### src/rtl/mem_pkg.sv
// Shared definitions for the MEM-stage access unit: op encodings, FSM states
// and small decode helpers used by the unit and its lane aligner.
package mem_pkg;

  typedef enum logic [3:0] {
    MEM_NONE = 4'd0,
    MEM_LB   = 4'd1,
    MEM_LBU  = 4'd2,
    MEM_LH   = 4'd3,
    MEM_LHU  = 4'd4,
    MEM_LW   = 4'd5,
    MEM_SB   = 4'd6,
    MEM_SH   = 4'd7,
    MEM_SW   = 4'd8
  } mem_op_e;

  typedef enum logic {
    ST_IDLE = 1'b0,
    ST_BUSY = 1'b1
  } state_e;

  function automatic logic is_load(input logic [3:0] op);
    return (op >= MEM_LB) && (op <= MEM_LW);
  endfunction

  function automatic logic is_store(input logic [3:0] op);
    return (op >= MEM_SB) && (op <= MEM_SW);
  endfunction

  function automatic logic is_misaligned(input logic [3:0] op, input logic [1:0] lo);
    case (op)
      MEM_LH, MEM_LHU, MEM_SH: return lo[0];
      MEM_LW, MEM_SW:          return lo != 2'b00;
      default:                 return 1'b0;
    endcase
  endfunction

endpackage

### src/rtl/mem_align.sv
// Byte-lane logic: positions store data/enables on the bus and extracts,
// then sign- or zero-extends, load data from the returned word.
module mem_align import mem_pkg::*; (
  input  logic [3:0]  st_op,
  input  logic [1:0]  st_lo,
  input  logic [31:0] sdata,
  output logic [3:0]  be,
  output logic [31:0] wdata,
  input  logic [3:0]  ld_op,
  input  logic [1:0]  ld_lo,
  input  logic [31:0] rdata,
  output logic [31:0] ldata
);

  logic [31:0] shifted;

  always_comb begin
    be    = 4'b1111;
    wdata = sdata;
    case (st_op)
      MEM_SB: begin
        be    = 4'b0001 << st_lo;
        wdata = {4{sdata[7:0]}};
      end
      MEM_SH: begin
        be    = st_lo[1] ? 4'b1100 : 4'b0011;
        wdata = {2{sdata[15:0]}};
      end
      default: ;
    endcase
  end

  // Bring the addressed lane down to bit 0 before extension.
  always_comb begin
    shifted = rdata >> {ld_lo, 3'b000};
    case (ld_op)
      MEM_LB:  ldata = {{24{shifted[7]}}, shifted[7:0]};
      MEM_LBU: ldata = {24'h0, shifted[7:0]};
      MEM_LH:  ldata = {{16{shifted[15]}}, shifted[15:0]};
      MEM_LHU: ldata = {16'h0, shifted[15:0]};
      default: ldata = shifted;
    endcase
  end

endmodule

### src/rtl/mem_access_unit.sv
// MEM-stage data-memory access unit: issues req/ack bus transactions for
// loads/stores, stalls upstream while busy, and drives MEM/WB outputs.
module mem_access_unit import mem_pkg::*; #(
  parameter int TIMEOUT = 256,
  parameter int TO_W    = 9
) (
  input  logic        clk,
  input  logic        rst,
  input  logic        mem_we,
  input  logic [4:0]  mem_waddr,
  input  logic [31:0] mem_wdata,
  input  logic [3:0]  mem_op,
  input  logic [31:0] mem_addr,
  input  logic [31:0] mem_sdata,
  output logic        stall_req,
  output logic        bus_req,
  output logic        bus_wr,
  output logic [31:0] bus_addr,
  output logic [3:0]  bus_be,
  output logic [31:0] bus_wdata,
  input  logic [31:0] bus_rdata,
  input  logic        bus_ack,
  output logic        wb_we,
  output logic [4:0]  wb_waddr,
  output logic [31:0] wb_wdata,
  output logic        misalign_err,
  output logic        bus_err
);

  localparam logic [TO_W-1:0] TO_LAST = (TIMEOUT == 0) ? '0 : TO_W'(TIMEOUT - 1);

  state_e      state, next_state;
  logic [TO_W-1:0] cnt;
  logic [3:0]  cap_op;
  logic [1:0]  cap_lo;
  logic [4:0]  cap_waddr;
  logic        cap_we;
  logic [31:0] cap_wdata;
  logic        issue_mem, issue_bad, issue_go, timed_out;
  logic [3:0]  st_be;
  logic [31:0] st_wdata, ld_data;

  assign issue_mem = is_load(mem_op) || is_store(mem_op);
  assign issue_bad = issue_mem && is_misaligned(mem_op, mem_addr[1:0]);
  assign issue_go  = issue_mem && !issue_bad;
  assign timed_out = (TIMEOUT != 0) && (cnt == TO_LAST);

  mem_align u_align (
    .st_op (mem_op),
    .st_lo (mem_addr[1:0]),
    .sdata (mem_sdata),
    .be    (st_be),
    .wdata (st_wdata),
    .ld_op (cap_op),
    .ld_lo (cap_lo),
    .rdata (bus_rdata),
    .ldata (ld_data)
  );

  always_ff @(posedge clk) begin
    if (rst) state <= ST_IDLE;
    else     state <= next_state;
  end

  always_comb begin
    next_state = state;
    case (state)
      ST_IDLE: if (issue_go) next_state = ST_BUSY;
      ST_BUSY: if (bus_ack || timed_out) next_state = ST_IDLE;
      default: next_state = ST_IDLE;
    endcase
  end

  always_comb begin
    stall_req = 1'b0;
    case (state)
      ST_IDLE: stall_req = issue_go;
      ST_BUSY: stall_req = !bus_ack;
      default: stall_req = 1'b0;
    endcase
  end

  // Error pulses and wb_we default low; each state only raises what it needs.
  always_ff @(posedge clk) begin
    if (rst) begin
      bus_req      <= 1'b0;
      bus_wr       <= 1'b0;
      bus_addr     <= '0;
      bus_be       <= '0;
      bus_wdata    <= '0;
      wb_we        <= 1'b0;
      wb_waddr     <= '0;
      wb_wdata     <= '0;
      misalign_err <= 1'b0;
      bus_err      <= 1'b0;
      cnt          <= '0;
      cap_op       <= '0;
      cap_lo       <= '0;
      cap_waddr    <= '0;
      cap_we       <= 1'b0;
      cap_wdata    <= '0;
    end else begin
      misalign_err <= 1'b0;
      bus_err      <= 1'b0;
      wb_we        <= 1'b0;
      case (state)
        ST_IDLE: begin
          if (issue_bad) begin
            misalign_err <= 1'b1;
          end else if (issue_go) begin
            bus_req   <= 1'b1;
            bus_wr    <= is_store(mem_op);
            bus_addr  <= {mem_addr[31:2], 2'b00};
            bus_be    <= st_be;
            bus_wdata <= st_wdata;
            cap_op    <= mem_op;
            cap_lo    <= mem_addr[1:0];
            cap_waddr <= mem_waddr;
            cap_we    <= mem_we;
            cap_wdata <= mem_wdata;
            cnt       <= '0;
          end else begin
            wb_we    <= mem_we;
            wb_waddr <= mem_waddr;
            wb_wdata <= mem_wdata;
          end
        end
        ST_BUSY: begin
          if (bus_ack) begin
            bus_req  <= 1'b0;
            wb_waddr <= cap_waddr;
            if (is_load(cap_op)) begin
              wb_we    <= 1'b1;
              wb_wdata <= ld_data;
            end else begin
              wb_we    <= cap_we;
              wb_wdata <= cap_wdata;
            end
          end else if (timed_out) begin
            bus_req <= 1'b0;
            bus_err <= 1'b1;
          end else begin
            cnt <= cnt + TO_W'(1);
          end
        end
        default: ;
      endcase
    end
  end

endmodule

### config.mk
export PLATFORM = sky130hd
export DESIGN_NAME = mem_access_unit
export DESIGN_NICKNAME = d
export VERILOG_FILES = /design/src/rtl/mem_pkg.sv /design/src/rtl/mem_align.sv /design/src/rtl/mem_access_unit.sv
export SDC_FILE = /design/constraint.sdc
export NUM_CORES = 1
export LEC_CHECK = 0
export ABC_AREA = 1
export CORE_MARGIN = 3
export CORE_UTILIZATION = 25
export CTS_CLUSTER_DIAMETER = 60
export DETAILED_ROUTE_END_ITERATION = 6
export SYNTH_ARGS = -nofsm -noshare
export SYNTH_HDL_FRONTEND = slang
export SYNTH_SLANG_ARGS = --single-unit
### constraint.sdc
create_clock -name clk -period 4.8 [get_ports clk]
set_input_delay 0.72 -clock clk [delete_from_list [all_inputs] [get_ports clk]]
set_output_delay 0.72 -clock clk [all_outputs]
set_load 0.02 [all_outputs]
==> summary.md, run 1 <==
| Metric | Value |
|---|---|
| Hold depth | `2` |
| Reg2Reg Setup Slack | `1.84 ns` |
| Longest Clk Path Bufs | `2` |
| Vias per cell | `4.75` |
| Share of the synthesized area in the top cell type | `41.5%` |
| Setup crit end kind | `output port` |
| Synth area leader | `dfxtp_1` |
| Async SR Flop Fraction | `0%` |
| P&R area growth vs syn | `41.0%` |
| Status | `finished clean` |
| Final setup viols | `0` |
| CTS Sinks | `162` |
| Worst vdd ir | `0.192 mV` |
| Ys Warns | `0` |
| Share of post-route cells with drive strength above 1 | `6.76%` |
| DRT Wirelength | `28400 µm` |
| Design area | `0.0110 mm²` |
| Max Slew Vio Count | `0` |
| FMAX | `286 MHz` |
| Hold_buf cts | `0` |
| Critical setup path kind | `reg -> out` |
| RSZ-0062 raised after global routing | `false` |
| Final cell count without fillers | `1742` |
| Worst hold path endpoint | `cap_wdata[1]` |
| Per-cell routed wire length | `16.3 µm` |
| Postcts setup bufs | `0` |
| FP Rows | `64` |
| Post-synth top flop | `dfxtp_1` |
| Clock transition at the registers of the reported paths | `0.07 ns` |
| Placed insts | `1710` |
| Final worst path period share | `72.8%` |
| ANT cells | `0` |
| Die Wd | `183 µm` |
| Vias | `8275` |
| Hold Fails Final Rpt | `0` |
| CP required | `4.08 ns` |
| Post-CTS resize count | `0` |
| CTS tree | `yes` |
| Slew HR | `33.8%` |
| Reg2Reg Depth | `9` |
| P_leak | `0.00448 µW` |
| Post-synthesis sequential area ratio | `41.5%` |
| Root buf cell | `clkbuf_16` |
| First-pass GRT wire length | `44700 µm` |
| GR Util All Layers | `16.7%` |
| Detail Placement HPWL | `19500 µm` |
| Die Ht | `183 µm` |
| Min-Delay Path Class | `reg -> reg` |
| Max Cap Viol | `0` |
| Final #Nets | `1476` |
| Yosys reg bits | `162` |
| Placed inst area | `0.0104 mm²` |
| DRC Markers | `0` |
| Most frequent cells in the layout | `clkdlybuf4s50_1, nand2_1, o21ai_0, dfxtp_1, nor2_1` |
| Commonest non-fill, non-tap cell in the layout | `clkdlybuf4s50_1` |
| Worst R2R Start | `state` |
| Initial antenna violation count | `1` |
| FF-to-FF End | `wb_wdata[11]` |
| Fillers | `3210` |
| DRT iter0 DRCs | `586` |
| CP startpoint kind | `flip-flop` |
| Worst-skew pair later-pin latency | `0.43 ns` |
| Worst EP arrival | `2.77 ns` |
| Htree depth | `4` |
| Register Area | `0.00324 mm²` |
| Largest net degree at the start of global routing | `73` |
| Vias in the first global route | `8071` |
| Core area | `0.0307 mm²` |
| Crit-path max FO | `51` |
| PortBufs | `249` |
| Die area | `0.0334 mm²` |
| Synth Area per Inst | `6.90 µm²` |
| Synth Instances | `1133` |
| Worst-margin pin slew | `0.993 ns` |
| Top post-synthesis cells by area | `dfxtp_1, o21ai_0, nand2_1` |
| Grt ovf | `0` |
| HP Start | `cap_wdata[1]` |
| Synth Cell Area | `0.00781 mm²` |
| ANT nets after route | `0` |
| Multi-input gate area | `0.00388 mm²` |
| First-pass DRT Iterations | `7` |
| Netlist cell types | `32` |
| Initial core utilization | `25.5%` |
| Pwr dens | `358 mW/mm²` |
| Final Skew | `0.00952 ns` |
| EDFF count, synth | `0` |
| GP Congestion | `0.877` |
| TritonCTS Buffers | `17` |
| Final min period | `3.49 ns` |
| Setup TNS | `0 ns` |
| Io pins | `252` |
[sequential cells by signal, indices dropped and copies added (netlist names), 2 cells and up]
| signal | cells |
|---|---|
| bus_addr | 30 |
| bus_be | 4 |
| bus_wdata | 32 |
| cap_lo | 2 |
| cap_op | 4 |
| cap_waddr | 5 |
| cap_wdata | 32 |
| cnt | 9 |
| wb_waddr | 5 |
| wb_wdata | 32 |
[worst max path at each step]
stage	startpoint	end	slack, ns	depth (start not counted)
after floorplan	mem_op[0]	stall_req	2.42	7
after global placement	mem_op[0]	stall_req	1.37	8
after detailed placement	mem_op[0]	stall_req	1.35	8
after CTS	state	stall_req	1.27	6
after global routing	state	stall_req	1.13	6
final	state	stall_req	1.31	6
[metal layers]
| layer | up-vias | global-route usage [%] | part of all wire (%) |
|---|---|---|---|
| met3 | 19 | 5.97 | 9.0 |
| li1 | 4138 | - | - |
| met5 | - | 0 | 0.046 |
| met2 | 300 | 26.4 | 45 |
| met4 | 2 | 3.54 | 0.96 |
| met1 | 3816 | 22.0 | 45 |
[final cells by class]
| cell class | count | share of cell area, % |
|---|---|---|
| Clock inverter | 14 | 1.29 |
| Clock buffer | 18 | 3.89 |
| Inverter | 65 | 2.24 |
| Multi-Input combinational cell | 828 | 35.2 |
| Tap cell | 396 | 4.50 |
| Sequential cell | 162 | 29.4 |
| Timing Repair Buffer | 259 | 23.4 |
[cells in the mapped netlist, types with 7 or more instances]
master	instances
nand2_1	204
o21ai_0	180
dfxtp_1	162
nor2_1	148
nand3_1	106
a21oi_1	93
inv_1	56
clkbuf_1	25
buf_2	23
o21ai_1	18
o21bai_1	18
nand2_2	16
buf_4	12
or2_2	11
a21oi_2	10
buf_1	9
inv_2	8
buf_6	7
[critical path, stage by stage, from the launching register on]
cell	delay, ns
dfxtp_1	0.31
buf_4	0.37
inv_2	0.48
nor2_1	0.22
inv_1	0.12
nand2_1	0.16
clkdlybuf4s50_1	0.63
[power breakdown]
| part | switching [µW] | leakage [µW] | internal (µW) | total, µW |
|---|---|---|---|---|
| sequential | 73.8 | 0.00134 | 1480 | 1550 |
| clock | 633 | 0.000283 | 736 | 1370 |
| combinational | 608 | 0.00286 | 421 | 1030 |
[kinds of logic after synthesis]
kind of cell,synth area share [%]
simple gates,27.4
compound gates,21.7
flops,41.5
buf+inv,8.84
xor+xnor,0.224
fa+ha+maj,0.320
other cells,0.0480
[through the flow]
step / utilization [%] / setup WS, ns / power (µW) / hold slack, ns
after floorplan: - / 2.42 / 2150 / 0.414
after global placement: 34.1 / 1.37 / 2600 / 0.422
after detailed placement: 34.1 / 1.35 / 2610 / 0.427
after CTS: 35.9 / 1.27 / 4000 / 0.445
after global routing: 35.9 / 1.13 / 4170 / 0.458
final: 35.9 / 1.31 / 3950 / 0.443
(Power assumes the default switching activity.)
==> run 2, diff against run 1 <==
==> constraint.sdc (replaced) <==
create_clock -name clk -period 3.4 [get_ports clk]
set_input_delay 0.51 -clock clk [delete_from_list [all_inputs] [get_ports clk]]
set_output_delay 0.51 -clock clk [all_outputs]
set_load 0.02 [all_outputs]
==> summary.md, run 2 (same netlist as run 1, synthesis figures left out) <==
| Metric | Value |
|---|---|
| PortBufs | `249` |
| Grt ovf | `0` |
| CP peak stage delay | `0.73 ns` |
| Sequential power share | `38.5%` |
| Psw | `1840 µW` |
| Worst vdd ir | `0.253 mV` |
| DRC Markers | `0` |
| Max Cap Viol | `0` |
| GP Congestion | `0.845` |
| DRT Wirelength | `27900 µm` |
| Worst-margin pin slew | `0.871 ns` |
| First-pass GRT wire length | `43200 µm` |
| GR Util All Layers | `16.2%` |
| Vias per cell | `4.69` |
| Biggest regs | `bus_wdata: 32 flops, cap_wdata: 32 flops, wb_wdata: 32 flops` |
| P&R area growth vs syn | `42.1%` |
| Critical path's top delay family | `buffers and inverters` |
| Crit-path max FO | `8` |
| P_leak | `0.00452 µW` |
| Post-CTS resize count | `0` |
| Critical path buffer and inverter count | `2` |
| CP required | `2.89 ns` |
| Vias | `8187` |
| FP Rows | `64` |
| Setup crit end kind | `output port` |
| Layout Utilization | `36.2%` |
| Io pins | `252` |
| Clock transition at the registers of the reported paths | `0.06 ns` |
| Initial antenna violation count | `0` |
| Per-cell routed wire length | `16.0 µm` |
| Pwr dens | `509 mW/mm²` |
| ANT nets after route | `0` |
| Share of post-route cells with drive strength above 1 | `7.18%` |
| Comb pwr share | `25.9%` |
| Die area | `0.0334 mm²` |
| Hold Fails Final Rpt | `0` |
| RSZ-0062 raised after global routing | `false` |
| Slew HR | `41.7%` |
| ANT cells | `0` |
| CP Cell Sequence | `clkdlybuf4s50_1 > nor2_4 > nand2_2 > nand2_2 > a21oi_2 > nand2_2 > nand2_1 > clkdlybuf4s50_1` |
| Longest Clk Path Bufs | `2` |
| DRT iter0 DRCs | `522` |
| Die Ht | `183 µm` |
| First-pass DRT Iterations | `5` |
| Internal cell power | `3810 µW` |
| Clock share of power | `35.6%` |
| Worst EP arrival | `2.51 ns` |
| Commonest non-fill, non-tap cell in the layout | `clkdlybuf4s50_1` |
| Root buf cell | `clkbuf_16` |
| TritonCTS Buffers | `17` |
| Max Slew Vio Count | `0` |
| Worst-skew pair later-pin latency | `0.42 ns` |
| Die Wd | `183 µm` |
| Sw Share | `32.5%` |
| Initial core utilization | `25.5%` |
| Final min period | `3.02 ns` |
| Largest net degree at the start of global routing | `96` |
| Final Skew | `0.0118 ns` |
| Final #Nets | `1481` |
| Worst path slowest cell | `clkdlybuf4s50_1` |
| FMAX | `331 MHz` |
| Status | `finished clean` |
| Postcts setup bufs | `0` |
| Final worst path period share | `88.9%` |
| Most frequent cells in the layout | `clkdlybuf4s50_1, nand2_1, o21ai_0, dfxtp_1, nor2_1` |
| Core area | `0.0307 mm²` |
| Htree depth | `4` |
| Critical setup path kind | `in -> out` |
| Min-Delay Path Class | `reg -> reg` |
| CP startpoint kind | `input pin` |
| Hold_buf cts | `0` |
| CP dominant cell by count | `nand2_2` |
| CTS tree | `yes` |
| Vias in the first global route | `7789` |
| Final setup viols | `0` |
| CTS Sinks | `162` |
| Detail Placement HPWL | `19300 µm` |
| Setup TNS | `0 ns` |
run 2: stage by stage:
step	hold slack [ns]	area (µm²)	setup WS, ns	total power [µW]	cells
floorplan	0.414	7820	1.44	3030	1134
global placement	0.422	10500	0.421	3680	1715
detailed placement	0.427	10500	0.362	3690	1715
CTS	0.443	11100	0.358	5740	1747
global route	0.454	11100	0.240	5960	1747
finish	0.440	11100	0.379	5650	1747
run 2: worst paths after layout:
check / from / endpoint / slack [ns] / cells past startpoint
setup reg to reg: cap_op[3] / wb_wdata[1] / 1.14 / 7
hold reg to reg: cap_wdata[1] / cap_wdata[1] / 0.44 / 2
setup / recovery: mem_op[0] / stall_req / 0.38 / 8
hold / removal: cap_wdata[1] / cap_wdata[1] / 0.44 / 2
run 2: worst reg2reg max path: stages (launching register included):
cell and delay, ns:
dfxtp_1 0.34, nor2_1 0.19, nand2_1 0.13, nand2_2 0.66, inv_1 0.30, nor2_1 0.31
or2_2 0.16, a21oi_1 0.05
run 2: layout make-up:
class | count | area, µm²
Multi-Input combinational cell | 828 | 3880
Tap cell | 396 | 495
Clock inverter | 14 | 164
Clock buffer | 18 | 439
Fill cell | 3285 | 19600
Sequential cell | 162 | 3240
Inverter | 65 | 246
Timing Repair Buffer | 264 | 2630
run 2: power by group through the flow:
stage               registers (µW)  logic [µW]  clock network (µW)
finish                        2180        1460                2010
global route                  2200        1610                2150
CTS                           2180        1480                2080
detailed placement            2220        1480                   0
global placement              2210        1470                   0
floorplan                     2370         658                   0
run 2: metal layers:
| layer | part of all wire, % | up-vias | track usage (%) |
|---|---|---|---|
| li1 | - | 4144 | - |
| met1 | 45 | 3735 | 21.3 |
| met2 | 44 | 289 | 25.4 |
| met3 | 10 | 19 | 6.21 |
| met4 | 1.1 | 0 | 3.60 |
| met5 | 0 | - | 0 |
